**config.mk**
```make
export PLATFORM = sky130hd
export DESIGN_NAME = beatmap_sequencer
export DESIGN_NICKNAME = d
export VERILOG_FILES = /design/src/rtl/beatmap_sequencer.sv
export SDC_FILE = /design/constraint.sdc
export NUM_CORES = 1
export LEC_CHECK = 0
export ABC_AREA = 0
export ABC_CLOCK_PERIOD_IN_PS = 3800
export BUFFER_PORTS_ARGS = -buffer_cell sky130_fd_sc_hd__buf_2
export CAP_MARGIN = 20
export CORE_AREA = 2 2 67 69
export CTS_BUF_LIST = sky130_fd_sc_hd__clkbuf_8
export DETAILED_ROUTE_END_ITERATION = 6
export DIE_AREA = 0 0 69 71
export GPL_TIMING_DRIVEN = 0
export PLACE_DENSITY = 0.86
export SETUP_SLACK_MARGIN = 0.02
export SYNTH_ARGS = -nofsm -noshare
export SYNTH_HDL_FRONTEND = slang
export SYNTH_SLANG_ARGS = --single-unit
```
**constraint.sdc**
```tcl
create_clock -name clk -period 3.8 [get_ports clk]
set_input_delay 0.19 -clock clk [delete_from_list [all_inputs] [get_ports clk]]
set_output_delay 0.19 -clock clk [all_outputs]
set_load 0.01 [all_outputs]
```
**src/rtl/beatmap_sequencer.sv**
```systemverilog
// Beat-paced chart reader: walks the 4-lane note ROM one entry per beat and hands
// non-empty lane patterns to the note-spawn engine. Define SEQ_LOOP_EN to repeat the chart.
module beatmap_sequencer #(
  parameter int unsigned NUM_NOTES = 80,
  parameter int unsigned BEAT_DIV  = 12500000,
  parameter int unsigned ADDR_W    = 13
) (
  input  logic              clk,
  input  logic              resetn,
  input  logic              start,
  input  logic              pause,
  output logic [ADDR_W-1:0] rom_addr,
  input  logic [3:0]        rom_data,
  output logic              spawn_valid,
  output logic [3:0]        spawn_lanes,
  input  logic              spawn_ready,
  output logic              busy,
  output logic              done,
  output logic              overrun
);

  localparam int unsigned       CNT_W    = (BEAT_DIV > 1) ? $clog2(BEAT_DIV) : 1;
  localparam logic [CNT_W-1:0]  CNT_LAST = CNT_W'(BEAT_DIV - 1);
  localparam logic [ADDR_W-1:0] LAST_IDX = ADDR_W'(NUM_NOTES - 1);

  typedef enum logic [2:0] {
    S_IDLE,
    S_WAIT_BEAT,
    S_FETCH,
    S_CAPTURE,
    S_SPAWN,
    S_DONE
  } state_t;

  state_t            state;
  logic [CNT_W-1:0]  beat_cnt;
  logic              pending;

  logic              running;
  logic              start_ok;
  logic              tick;
  logic              beat_due;
  logic              last_entry;
  state_t            adv_state;
  logic [ADDR_W-1:0] adv_addr;
  logic              adv_busy;
  logic              adv_done;

  // Beat qualification and the shared "advance to next entry" decision.
  always_comb begin
    running    = (state != S_IDLE) && (state != S_DONE);
    start_ok   = start && !running;
    tick       = running && !pause && (beat_cnt == CNT_LAST);
    beat_due   = (state == S_WAIT_BEAT) && !pause && (pending || tick);
    last_entry = (rom_addr == LAST_IDX);
    adv_state  = S_WAIT_BEAT;
    adv_addr   = rom_addr + ADDR_W'(1);
    adv_busy   = 1'b1;
    adv_done   = 1'b0;
`ifdef SEQ_LOOP_EN
    if (last_entry) begin
      adv_addr = '0;
    end
`else
    if (last_entry) begin
      adv_state = S_DONE;
      adv_addr  = rom_addr;
      adv_busy  = 1'b0;
      adv_done  = 1'b1;
    end
`endif
  end

  // Beat timer runs in every busy state; a beat arriving while one is still
  // outstanding is dropped and flagged.
  always_ff @(posedge clk) begin
    if (!resetn) begin
      beat_cnt <= '0;
      pending  <= 1'b0;
      overrun  <= 1'b0;
    end else if (start_ok) begin
      beat_cnt <= '0;
      pending  <= 1'b0;
      overrun  <= 1'b0;
    end else begin
      if (running && !pause) begin
        beat_cnt <= tick ? '0 : beat_cnt + CNT_W'(1);
      end
      if (beat_due) begin
        pending <= 1'b0;
      end else if (tick) begin
        pending <= 1'b1;
      end
      if (tick && pending) begin
        overrun <= 1'b1;
      end
    end
  end

  // Sequencer FSM with registered outputs.
  always_ff @(posedge clk) begin
    if (!resetn) begin
      state       <= S_IDLE;
      rom_addr    <= '0;
      spawn_valid <= 1'b0;
      spawn_lanes <= 4'b0000;
      busy        <= 1'b0;
      done        <= 1'b0;
    end else begin
      case (state)
        S_IDLE, S_DONE: begin
          if (start) begin
            state    <= S_WAIT_BEAT;
            rom_addr <= '0;
            busy     <= 1'b1;
            done     <= 1'b0;
          end
        end
        S_WAIT_BEAT: begin
          if (beat_due) begin
            state <= S_FETCH;
          end
        end
        S_FETCH: begin
          state <= S_CAPTURE;
        end
        S_CAPTURE: begin
          spawn_lanes <= rom_data;
          if (rom_data == 4'b0000) begin
            state    <= adv_state;
            rom_addr <= adv_addr;
            busy     <= adv_busy;
            done     <= adv_done;
          end else begin
            state       <= S_SPAWN;
            spawn_valid <= 1'b1;
          end
        end
        S_SPAWN: begin
          if (spawn_ready) begin
            spawn_valid <= 1'b0;
            state       <= adv_state;
            rom_addr    <= adv_addr;
            busy        <= adv_busy;
            done        <= adv_done;
          end
        end
        default: begin
          state       <= S_IDLE;
          spawn_valid <= 1'b0;
          busy        <= 1'b0;
          done        <= 1'b0;
        end
      endcase
    end
  end

endmodule

```
==> summary.txt, run 1 <==
Setup path
  – Worst path required time: 4.04 ns
  – Critical path peak fanout: 10
  – CP startpoint kind: flop
  – Worst setup EP type: flop
  – RR Startpoint: rom_addr[0]
  – Worst R2R Path Depth: 8
  – Crit Reg-Reg Endpoint: rom_addr[10]
  – Reg2Reg Setup Slack: approximately 1.5 ns
  – Worst setup path startpoint: rom_addr[0]
  – CP endpoint: rom_addr[10]
  – Arrival time worst endpoint: 2.56 ns
  – Setup CP Type: reg -> reg

Drt
  – Vias: 2272
  – Pre-antenna DRT Iters: 4
  – Per-cell routed wire length: 14.7 microns
  – Vias/cell: 6.07
  – DRC violations left: 0
  – Initial DRC count: roughly 190
  – Drt total wl: 5510 microns
  – Antenna-violating nets left: 0

Finish
  – Most frequent cells in the layout: 49 x dfxtp_1, 34 x buf_2, 29 x nor2_1
  – Share of cells above drive strength 1: 14.0%
  – Sequential Area: 981 sq um
  – Most common cell after layout, fill and taps aside: dfxtp_1
  – Synth-to-Final Area Change: 14.3%
  – Multi-input combinational cell area: 1370 sq um
  – Filler cells: 352
  – Final nets: 332
  – Final cell count without fillers: 374
  – Fin util: 66.1%
  – Antenna diode count: 0

Placed design
  – Buffers added on ports: 29
  – DPL Wire Length: 3830 microns
  – GPL Wtd Cong: 0.806
  – Dpl cells: 366

Clocking
  – Post-CTS resize count: 0
  – CTS buffer count: 5
  – Clock buffer depth: 2
  – Clk slew on worst S/H paths: 0.10 ns
  – Setup bufs post-CTS: 0
  – CTS Hold Buffers Added: 0
  – Num Clock Sinks: 49
  – Clock Root Buffer: clkbuf_8
  – CTS tree: yes
  – Worst skew pair latency: slightly above 0.3 ns
  – H-tree depth: 2

Floorplanning
  – Die width: 69 microns
  – Die height: ~70 microns
  – Total die area: 4900 sq um
  – I/O Pins: 30
  – Initial core utilization: about 58%
  – Placeable core area: around 4200 sq um
  – Site Rows: 24

STA
  – Max-slew violations: 0
  – Tightest Pin Transition: around 0.8 ns
  – Relative slew slack: 45.7%
  – Final setup vio count: 0
  – Unrepaired setup endpoints after global routing: no
  – Clock period minus final worst setup slack: approximately 2.3 ns
  – Fmax: 433 MHz
  – Crit share post-route: 60.8%
  – Worst Skew: 0.0142 ns
  – Setup_tns: 0 ns
  – Fin. Hold Viols: 0

GRT
  – Tot GR Track Use: 22.8%
  – Total gr overflow: 0
  – First-pass GRT wire length: 9320 microns
  – Largest net degree at the start of global routing: 17
  – Vias in the first global route: 2134
  – Initial antenna violation count: 0

Run
  – Max Cap Viol: 0

Hold path
  – Hold/Removal Path Class: in -> reg

Logic synthesis
  – Cell variety after synth: 44
  – Syn nets: 296
  – Register area share after synthesis: 40.3%
  – EDFF count, synth: 0
  – Yosys warning count: 0
  – Ys flop type: dfxtp_1
  – Mean Syn Cell Area: 8.53 sq um
  – Synth Register Bits: 49
  – Largest area contributor in the synthesized netlist: dfxtp_1
  – Post-synthesis cell area: 2430 sq um
  – Gate Count Post-Synth: 285
  – Area contributors post-synth: dfxtp_1 40%, xor2_1 5.8%, nor2_1 4.5%
  – Area fraction of the dominant cell type after synthesis: just over 40%
  – Post-synth ARST share: 0%

Power and ir drop
  – PwrDens: 366 nW/um^2
  – P_leak: 1.04 nW
  – Maximum VDD drop: around 250 uV

Status
  – Status: complete, no violations
area by class of cell:
cell class / instances / area share (%)
clock inverters: 3 / 2.48
clock buffers: 5 / 2.48
well taps: 52 / 2.34
multi-input cells: 218 / 49.3
inverters: 4 / 0.540
plain buffers: 14 / 2.39
flip-flops and latches: 49 / 35.3
repair buffers: 29 / 5.22
metal layers:
| metal | vias up | wire length, microns | global-route usage [%] | share of wire, % |
|---|---|---|---|---|
| met5 | - | 0 | 0 | 0 |
| met4 | 0 | 72 | 7.84 | 1.3 |
| met3 | 9 | 243 | 5.13 | 4.4 |
| met2 | 58 | 2720 | 40.0 | 49 |
| met1 | 1081 | 2480 | 27.6 | 45 |
| li1 | 1124 | - | - | - |
where the power goes:
group | total, W | leakage, nW | switching, W | internal, W
clock | 0.000451 | 0.0687 | 0.000186 | 0.000265
sequential | 0.000517 | 0.395 | 0.00000181 | 0.000515
combinational | 0.0000502 | 0.578 | 0.0000340 | 0.0000163
Yosys cell counts (6+ instances only):
cell and number:
a21oi_1 16, and3_1 10, clkbuf_1 8, dfxtp_1 49, nand2_1 22, nand3_1 10, nand4_1 12, nor2_1 29
nor2b_1 8, nor3_1 6, o21ai_0 11, o31ai_1 7, or4_1 7, xor2_1 16
registers in the layout (all words and copies together) (netlist names):
signal	flops
beat_cnt	24
busy	1
done	1
overrun	1
pending	1
rom_addr	13
spawn_lanes	4
spawn_valid	1
state	3
worst min path at each step:
stage | from | to | slack, ns | depth (start not counted)
4_1_cts | rom_data[1] | spawn_lanes[1] | 0.16 | 3
3_5_place_dp | busy | busy | 0.47 | 2
5_1_grt | resetn | busy | 0.18 | 2
3_3_place_gp | busy | busy | 0.45 | 2
2_1_floorplan | resetn | busy | 0.34 | 1
6_report | rom_data[3] | spawn_lanes[3] | 0.17 | 3
cell families (layout without fill, tap and decap cells):
logic type / count (synthesis) / in the layout / share of synthesized area [%]
muxes: 6 / 6 / 2.52
and+or+nand+nor: 131 / 131 / 29.4
xor gates and xnor gates: 20 / 20 / 7.20
DFF: 49 / 49 / 40.3
adders and majority gates: 2 / 2 / 1.03
buffers and inverters: 18 / 55 / 3.34
AOI/OAI and AO/OA: 59 / 59 / 16.2
through the flow:
step | cell area [sq um] | setup slack (ns) | hold slack, ns | total power (W)
6_report | 2780 | 1.49 | 0.167 | 0.00102
3_3_place_gp | 2640 | 1.58 | 0.448 | 0.000577
4_1_cts | 2780 | 1.53 | 0.165 | 0.00103
3_5_place_dp | 2640 | 1.57 | 0.470 | 0.000578
2_1_floorplan | 2430 | 1.84 | 0.344 | 0.000560
5_1_grt | 2780 | 1.28 | 0.175 | 0.00105
critical path, cell delays in order, from the launching register on:
cell and delay [ns]:
dfxtp_1 0.42, ha_1 0.23, and4_1 0.20, clkbuf_1 0.23
o2111a_1 0.25, a21o_1 0.21, clkbuf_1 0.39, o31ai_1 0.15
a21oi_1 0.15
No activity file was read; power rests on OpenSTA's default activity.
==> run 2, diff against run 1 <==
--- a/config.mk
+++ b/config.mk
@@ -6,7 +6,7 @@
 export NUM_CORES = 1
 export LEC_CHECK = 0
 export ABC_AREA = 0
-export ABC_CLOCK_PERIOD_IN_PS = 3800
+export ABC_CLOCK_PERIOD_IN_PS = 2200
 export BUFFER_PORTS_ARGS = -buffer_cell sky130_fd_sc_hd__buf_2
 export CAP_MARGIN = 20
 export CORE_AREA = 2 2 67 69
==> constraint.sdc (replaced) <==
create_clock -name clk -period 2.2 [get_ports clk]
set_input_delay 0.11 -clock clk [delete_from_list [all_inputs] [get_ports clk]]
set_output_delay 0.11 -clock clk [all_outputs]
set_load 0.01 [all_outputs]
==> run 2 against run 1 <==
Clock power grew 73%; total power increased by 73%; largest power group unchanged; global-route usage stayed put; non-clock buffer count shrank 1; die area unchanged; sequential share of layout area barely moved.
==> summary.txt, run 2 (synthesis results as in run 1) <==
Setup path
  – Reg2Reg Setup Slack: 0.12 ns (-1.37 ns)
  – Worst R2R Path Depth: 7 (-1)
  – RR Startpoint: rom_addr[0]
  – Crit Reg-Reg Endpoint: rom_addr[9]
  – Arrival time worst endpoint: 2.29 ns (-0.27 ns)
  – Critical path peak fanout: 10 (unchanged)
  – Worst path required time: 2.41 ns (-1.63 ns)
  – Worst setup EP type: flop
  – CP startpoint kind: flop
  – Setup CP Type: reg -> reg

Power and ir drop
  – Sw frac: 21.9% (+0.070 points)
  – P_leak: 1.05 nW (+0.44%)
  – Clock power share: 44.3% (about the same)
  – Sw Pwr: 0.000385 W (+73%)
  – PwrDens: 633 nW/um^2 (+73%)
  – Part of the power in registers: 50.7% (about the same)
  – Cell-internal power: 0.00138 W (+73%)
  – Maximum VDD drop: 428 uV (+75%)
  – Comb power frac: 5.0% (about the same)

GRT
  – Total gr overflow: 0 (unchanged)
  – Initial antenna violation count: 0 (unchanged)
  – Vias in the first global route: 2134 (unchanged)
  – Tot GR Track Use: 22.8% (unchanged)
  – Largest net degree at the start of global routing: 17 (unchanged)
  – First-pass GRT wire length: 9320 microns (unchanged)

Status
  – Status: complete, no violations

Floorplanning
  – I/O Pins: 30 (unchanged)
  – Die width: 69 microns (unchanged)
  – Total die area: 4900 sq um (unchanged)
  – Placeable core area: 4200 sq um (unchanged)
  – Site Rows: 24 (unchanged)
  – Initial core utilization: 57.9% (unchanged)
  – Die height: 71 microns (unchanged)

Drt
  – Per-cell routed wire length: 14.9 microns (+0.87%)
  – Antenna-violating nets left: 0 (unchanged)
  – Pre-antenna DRT Iters: 5 (+1)
  – DRC violations left: 0 (unchanged)
  – Initial DRC count: 155 (-16%)
  – Vias/cell: 6.05 (-0.48%)
  – Drt total wl: 5550 microns (+0.60%)
  – Vias: 2255 (-0.75%)

Finish
  – Final cell count without fillers: 373 (-0.27%)
  – Number of flip-flops in the largest register: 24 (unchanged)
  – Most frequent cells in the layout: 49 x dfxtp_1, 35 x buf_2, 29 x nor2_1
  – Final nets: 331 (-0.30%)
  – Share of cells above drive strength 1: 15.0% (+0.98 points)
  – Top reg by flops: beat_cnt
  – Post-route cell area: 2780 sq um (+0.13%)
  – Synth-to-Final Area Change: 14.5%
  – Biggest regs: beat_cnt x24, rom_addr x13, spawn_lanes x4
  – Antenna diode count: 0 (unchanged)
  – Most common cell after layout, fill and taps aside: dfxtp_1

STA
  – Relative slew slack: 51.5% (+5.8 points)
  – Crit share post-route: 94.5% (+34 points)
  – Unrepaired setup endpoints after global routing: yes
  – Max-slew violations: 0 (unchanged)
  – Tightest Pin Transition: 0.720 ns (-0.0878 ns)
  – Fmax: 481 MHz (+11%)
  – Worst Skew: 0.0153 ns (+0.00113 ns)
  – Fin. Hold Viols: 0 (unchanged)
  – Final setup vio count: 0 (unchanged)
  – Clock period minus final worst setup slack: 2.08 ns (-0.231 ns)

Run
  – Max Cap Viol: 0 (unchanged)

Clocking
  – Clock buffer depth: 2 (unchanged)
  – CTS buffer count: 5 (unchanged)
  – H-tree depth: 2 (unchanged)
  – Setup bufs post-CTS: 0 (unchanged)
  – Clk slew on worst S/H paths: 0.10 ns (about the same)
  – CTS tree: yes
  – CTS Hold Buffers Added: 0 (unchanged)
  – Worst skew pair latency: 0.31 ns (about the same)
  – Clock Root Buffer: clkbuf_8
  – Num Clock Sinks: 49 (unchanged)
  – Post-CTS resize count: 1 (+1)

Placed design
  – DP Area: 2640 sq um (unchanged)
  – DPL Wire Length: 3830 microns (unchanged)
  – Buffers added on ports: 29 (unchanged)
  – GPL Wtd Cong: 0.806 (unchanged)
  – Dpl cells: 366 (unchanged)

Hold path
  – Hold path start: rom_data[3]
  – WHS Endpoint: spawn_lanes[3]
  – Hold/Removal Path Class: in -> reg
  – Hold depth: 3 (unchanged)
[run 2: cell count changes in the layout (fill, tap and decap cells not counted), sizes merged]
cell    previous run  this run
clkbuf            13        11
buf               35        36
[run 2: worst max path at each step]
| stage | start | end | slack (ns) | cells past startpoint |
|---|---|---|---|---|
| 2_1_floorplan | rom_addr[0] | rom_addr[9] | 0.24 | 8 |
| 3_3_place_gp | rom_addr[0] | rom_addr[5] | -0.02 | 8 |
| 3_5_place_dp | rom_addr[0] | rom_addr[10] | -0.03 | 8 |
| 4_1_cts | rom_addr[0] | rom_addr[9] | 0.05 | 8 |
| 5_1_grt | rom_addr[0] | rom_addr[12] | 0.01 | 7 |
| 6_report | rom_addr[0] | rom_addr[9] | 0.12 | 7 |
[run 2: area by class of cell]
type	instances	area, sq um
multi-input combinational	218	1380
clock buffer	5	68.8
timing repair buffer	29	145
fill	351	1420
tap	52	65.1
sequential	49	981
inverter	4	15.0
clock inverter	3	68.8
buffer	13	65.1
[run 2: through the flow]
stage               setup TNS [ns]  power, W  util [%]  hold WS, ns  setup slack (ns)
finish                           0   0.00176      66.2       0.0885             0.120
global route                     0   0.00182      66.2       0.0954            0.0128
CTS                              0   0.00177      66.2       0.0845            0.0474
detailed placement          -0.103  0.000999      62.9        0.411           -0.0291
global placement           -0.0656  0.000997      62.9        0.398           -0.0164
floorplan                        0  0.000967         -        0.264             0.244
[run 2: worst max-delay path: stages (launching register included)]
cell	delay, ns
dfxtp_1	0.37
ha_1	0.25
and4_1	0.28
o2111a_1	0.16
a21o_1	0.23
buf_2	0.20
o31a_1	0.30
o21a_1	0.17
[run 2: layer usage]
| layer | track usage, % | vias up | part of all wire, % |
|---|---|---|---|
| li1 | - | 1125 | - |
| met1 | 27.6 | 1064 | 45 |
| met2 | 40.0 | 57 | 49 |
| met3 | 5.13 | 9 | 4.3 |
| met4 | 7.84 | 0 | 1.4 |
| met5 | 0 | - | 0 |
[run 2: power groups by stage]
| stage | Sequential [W] | Combinational [W] | Clock, W |
|---|---|---|---|
| floorplan | 0.000913 | 0.0000536 | 0 |
| CTS | 0.000893 | 0.0000868 | 0.000793 |
| finish | 0.000893 | 0.0000875 | 0.000780 |
| global placement | 0.000913 | 0.0000835 | 0 |
| global route | 0.000894 | 0.0000947 | 0.000830 |
| detailed placement | 0.000913 | 0.0000855 | 0 |
==> run 3, diff against run 2 <==
--- a/config.mk
+++ b/config.mk
@@ -6,7 +6,7 @@
 export NUM_CORES = 1
 export LEC_CHECK = 0
 export ABC_AREA = 0
-export ABC_CLOCK_PERIOD_IN_PS = 2200
+export ABC_CLOCK_PERIOD_IN_PS = 2300
 export BUFFER_PORTS_ARGS = -buffer_cell sky130_fd_sc_hd__buf_2
 export CAP_MARGIN = 20
 export CORE_AREA = 2 2 67 69
==> constraint.sdc (replaced) <==
create_clock -name clk -period 2.3 [get_ports clk]
set_input_delay 0.115 -clock clk [delete_from_list [all_inputs] [get_ports clk]]
set_output_delay 0.115 -clock clk [all_outputs]
set_load 0.01 [all_outputs]
==> run 3 against run 2 <==
Clock-buffer cell count is the same; routed wire length shrank 0.13%; critical path type unchanged; global-route usage is the same; first-iteration DRC count grew 21%; sequential power shrank 4.4%; final area shrank 0.18%; largest power group unchanged; total power shrank 4.2%; setup slack gained 0.098 ns.
==> summary.txt, run 3 (synthesis results as in run 1) <==
Status
  – Status: complete, no violations

Finish
  – Final cell count without fillers: 373 (unchanged)
  – Number of flip-flops in the largest register: 24 (unchanged)
  – Share of cells above drive strength 1: 14.6% (-0.31 points)
  – Most frequent cells in the layout: 49 x dfxtp_1, 35 x buf_2, 29 x nor2_1
  – Synth-to-Final Area Change: 14.2%
  – Top reg by flops: beat_cnt
  – Post-route cell area: 2780 sq um (-0.18%)
  – Antenna diode count: 0 (unchanged)
  – Fin util: 66.1% (-0.12 points)
  – Final nets: 331 (unchanged)
  – Most common cell after layout, fill and taps aside: dfxtp_1
  – Biggest regs: beat_cnt x24, rom_addr x13, spawn_lanes x4

Setup path
  – Worst setup path startpoint: rom_addr[0]
  – Worst path required time: 2.51 ns (+0.10 ns)
  – Worst setup EP type: flop
  – CP startpoint kind: flop
  – Arrival time worst endpoint: 2.29 ns (about the same)
  – Setup CP Type: reg -> reg
  – Critical path peak fanout: 10 (unchanged)
  – RR Startpoint: rom_addr[0]

Clocking
  – Num Clock Sinks: 49 (unchanged)
  – Clock buffer depth: 2 (unchanged)
  – H-tree depth: 2 (unchanged)
  – Worst skew pair latency: 0.31 ns (about the same)
  – Post-CTS resize count: 0 (-1)
  – CTS tree: yes
  – Setup bufs post-CTS: 0 (unchanged)
  – Clk slew on worst S/H paths: 0.10 ns (about the same)
  – Clock Root Buffer: clkbuf_8
  – CTS buffer count: 5 (unchanged)
  – CTS Hold Buffers Added: 0 (unchanged)

Placed design
  – GPL Wtd Cong: 0.806 (unchanged)
  – Buffers added on ports: 29 (unchanged)
  – DP Area: 2640 sq um (unchanged)
  – Dpl cells: 366 (unchanged)
  – DPL Wire Length: 3830 microns (unchanged)

Power and ir drop
  – PwrDens: 607 nW/um^2 (-4.1%)
  – Maximum VDD drop: 408 uV (-4.7%)
  – P_leak: 1.05 nW (about the same)

STA
  – Clock period minus final worst setup slack: 2.08 ns (+0.00237 ns)
  – Setup_tns: 0 ns (unchanged)
  – Unrepaired setup endpoints after global routing: no
  – Worst Skew: 0.0148 ns (-0.000548 ns)
  – Crit share post-route: 90.5% (-4.0 points)
  – Relative slew slack: 42.4% (-9.2 points)
  – Fin. Hold Viols: 0 (unchanged)
  – Fmax: 480 MHz (-0.11%)
  – Hold_ws: 0.0917 ns (+0.00324 ns)
  – Max-slew violations: 0 (unchanged)
  – Tightest Pin Transition: 0.858 ns (+0.138 ns)
  – Final setup vio count: 0 (unchanged)

GRT
  – Largest net degree at the start of global routing: 17 (unchanged)
  – First-pass GRT wire length: 9320 microns (unchanged)
  – Total gr overflow: 0 (unchanged)
  – Initial antenna violation count: 0 (unchanged)
  – Vias in the first global route: 2134 (unchanged)
  – Tot GR Track Use: 22.8% (unchanged)

Floorplanning
  – Site Rows: 24 (unchanged)
  – Die height: 71 microns (unchanged)
  – Die width: 69 microns (unchanged)
  – I/O Pins: 30 (unchanged)
  – Initial core utilization: 57.9% (unchanged)
  – Placeable core area: 4200 sq um (unchanged)
  – Total die area: 4900 sq um (unchanged)

Drt
  – Vias: 2278 (+1.0%)
  – Pre-antenna DRT Iters: 4 (-1)
  – Drt total wl: 5540 microns (-0.13%)
  – Initial DRC count: 187 (+21%)
  – Vias/cell: 6.11 (+1.0%)
  – Antenna-violating nets left: 0 (unchanged)
  – Per-cell routed wire length: 14.8 microns (-0.13%)
  – DRC violations left: 0 (unchanged)

Hold path
  – Hold path start: rom_data[3]
  – Hold/Removal Path Class: in -> reg

Run
  – Max Cap Viol: 0 (unchanged)
## run 3: cell types whose count changed in the layout (fill, tap and decap cells not counted)
cell and delta:
nor3_2 -1, nor3_1 +1
## run 3: layer usage
metal / part of all wire, % / GRT usage, % / routed length, microns / vias to the layer above
li1: - / - / - / 1125
met1: 45 / 27.6 / 2500 / 1083
met2: 48 / 40.0 / 2680 / 60
met3: 5.0 / 5.13 / 279 / 10
met4: 1.4 / 7.84 / 76 / 0
met5: 0 / 0 / 0 / -
## run 3: where the power goes
group / switching (W) / internal (W)
combinational: 0.0000561 / 0.0000272
clock: 0.000311 / 0.000438
sequential: 0.00000314 / 0.000851
## run 3: final cells by class
cell class,count,area [sq um]
buffer,13,65.1
inverter,4,15.0
clock inverter,3,68.8
sequential,49,981
timing repair buffer,29,145
multi-input combinational,218,1370
tap,52,65.1
fill,351,1430
clock buffer,5,68.8
## run 3: path summary, 6_finish.rpt
kind | to | slack (ns) | cells after the start
setup / recovery | rom_addr[9] | 0.22 | 7
hold / removal | spawn_lanes[3] | 0.09 | 3
setup reg to reg | rom_addr[9] | 0.22 | 7
hold reg to reg | busy | 0.48 | 2
## run 3: per-stage QoR
step,setup slack (ns),power [W]
6_report,0.218,0.00169
5_1_grt,0.0711,0.00174
4_1_cts,0.0323,0.00170
3_5_place_dp,0.0709,0.000956
3_3_place_gp,0.0836,0.000953
2_1_floorplan,0.344,0.000925
## run 3: critical path, cell delays in order (launching register included)
cell and delay (ns):
dfxtp_1 0.37, ha_1 0.25, and4_1 0.29, o2111a_1 0.16, a21o_1 0.23, buf_2 0.20, o31a_1 0.30, o21a_1 0.17
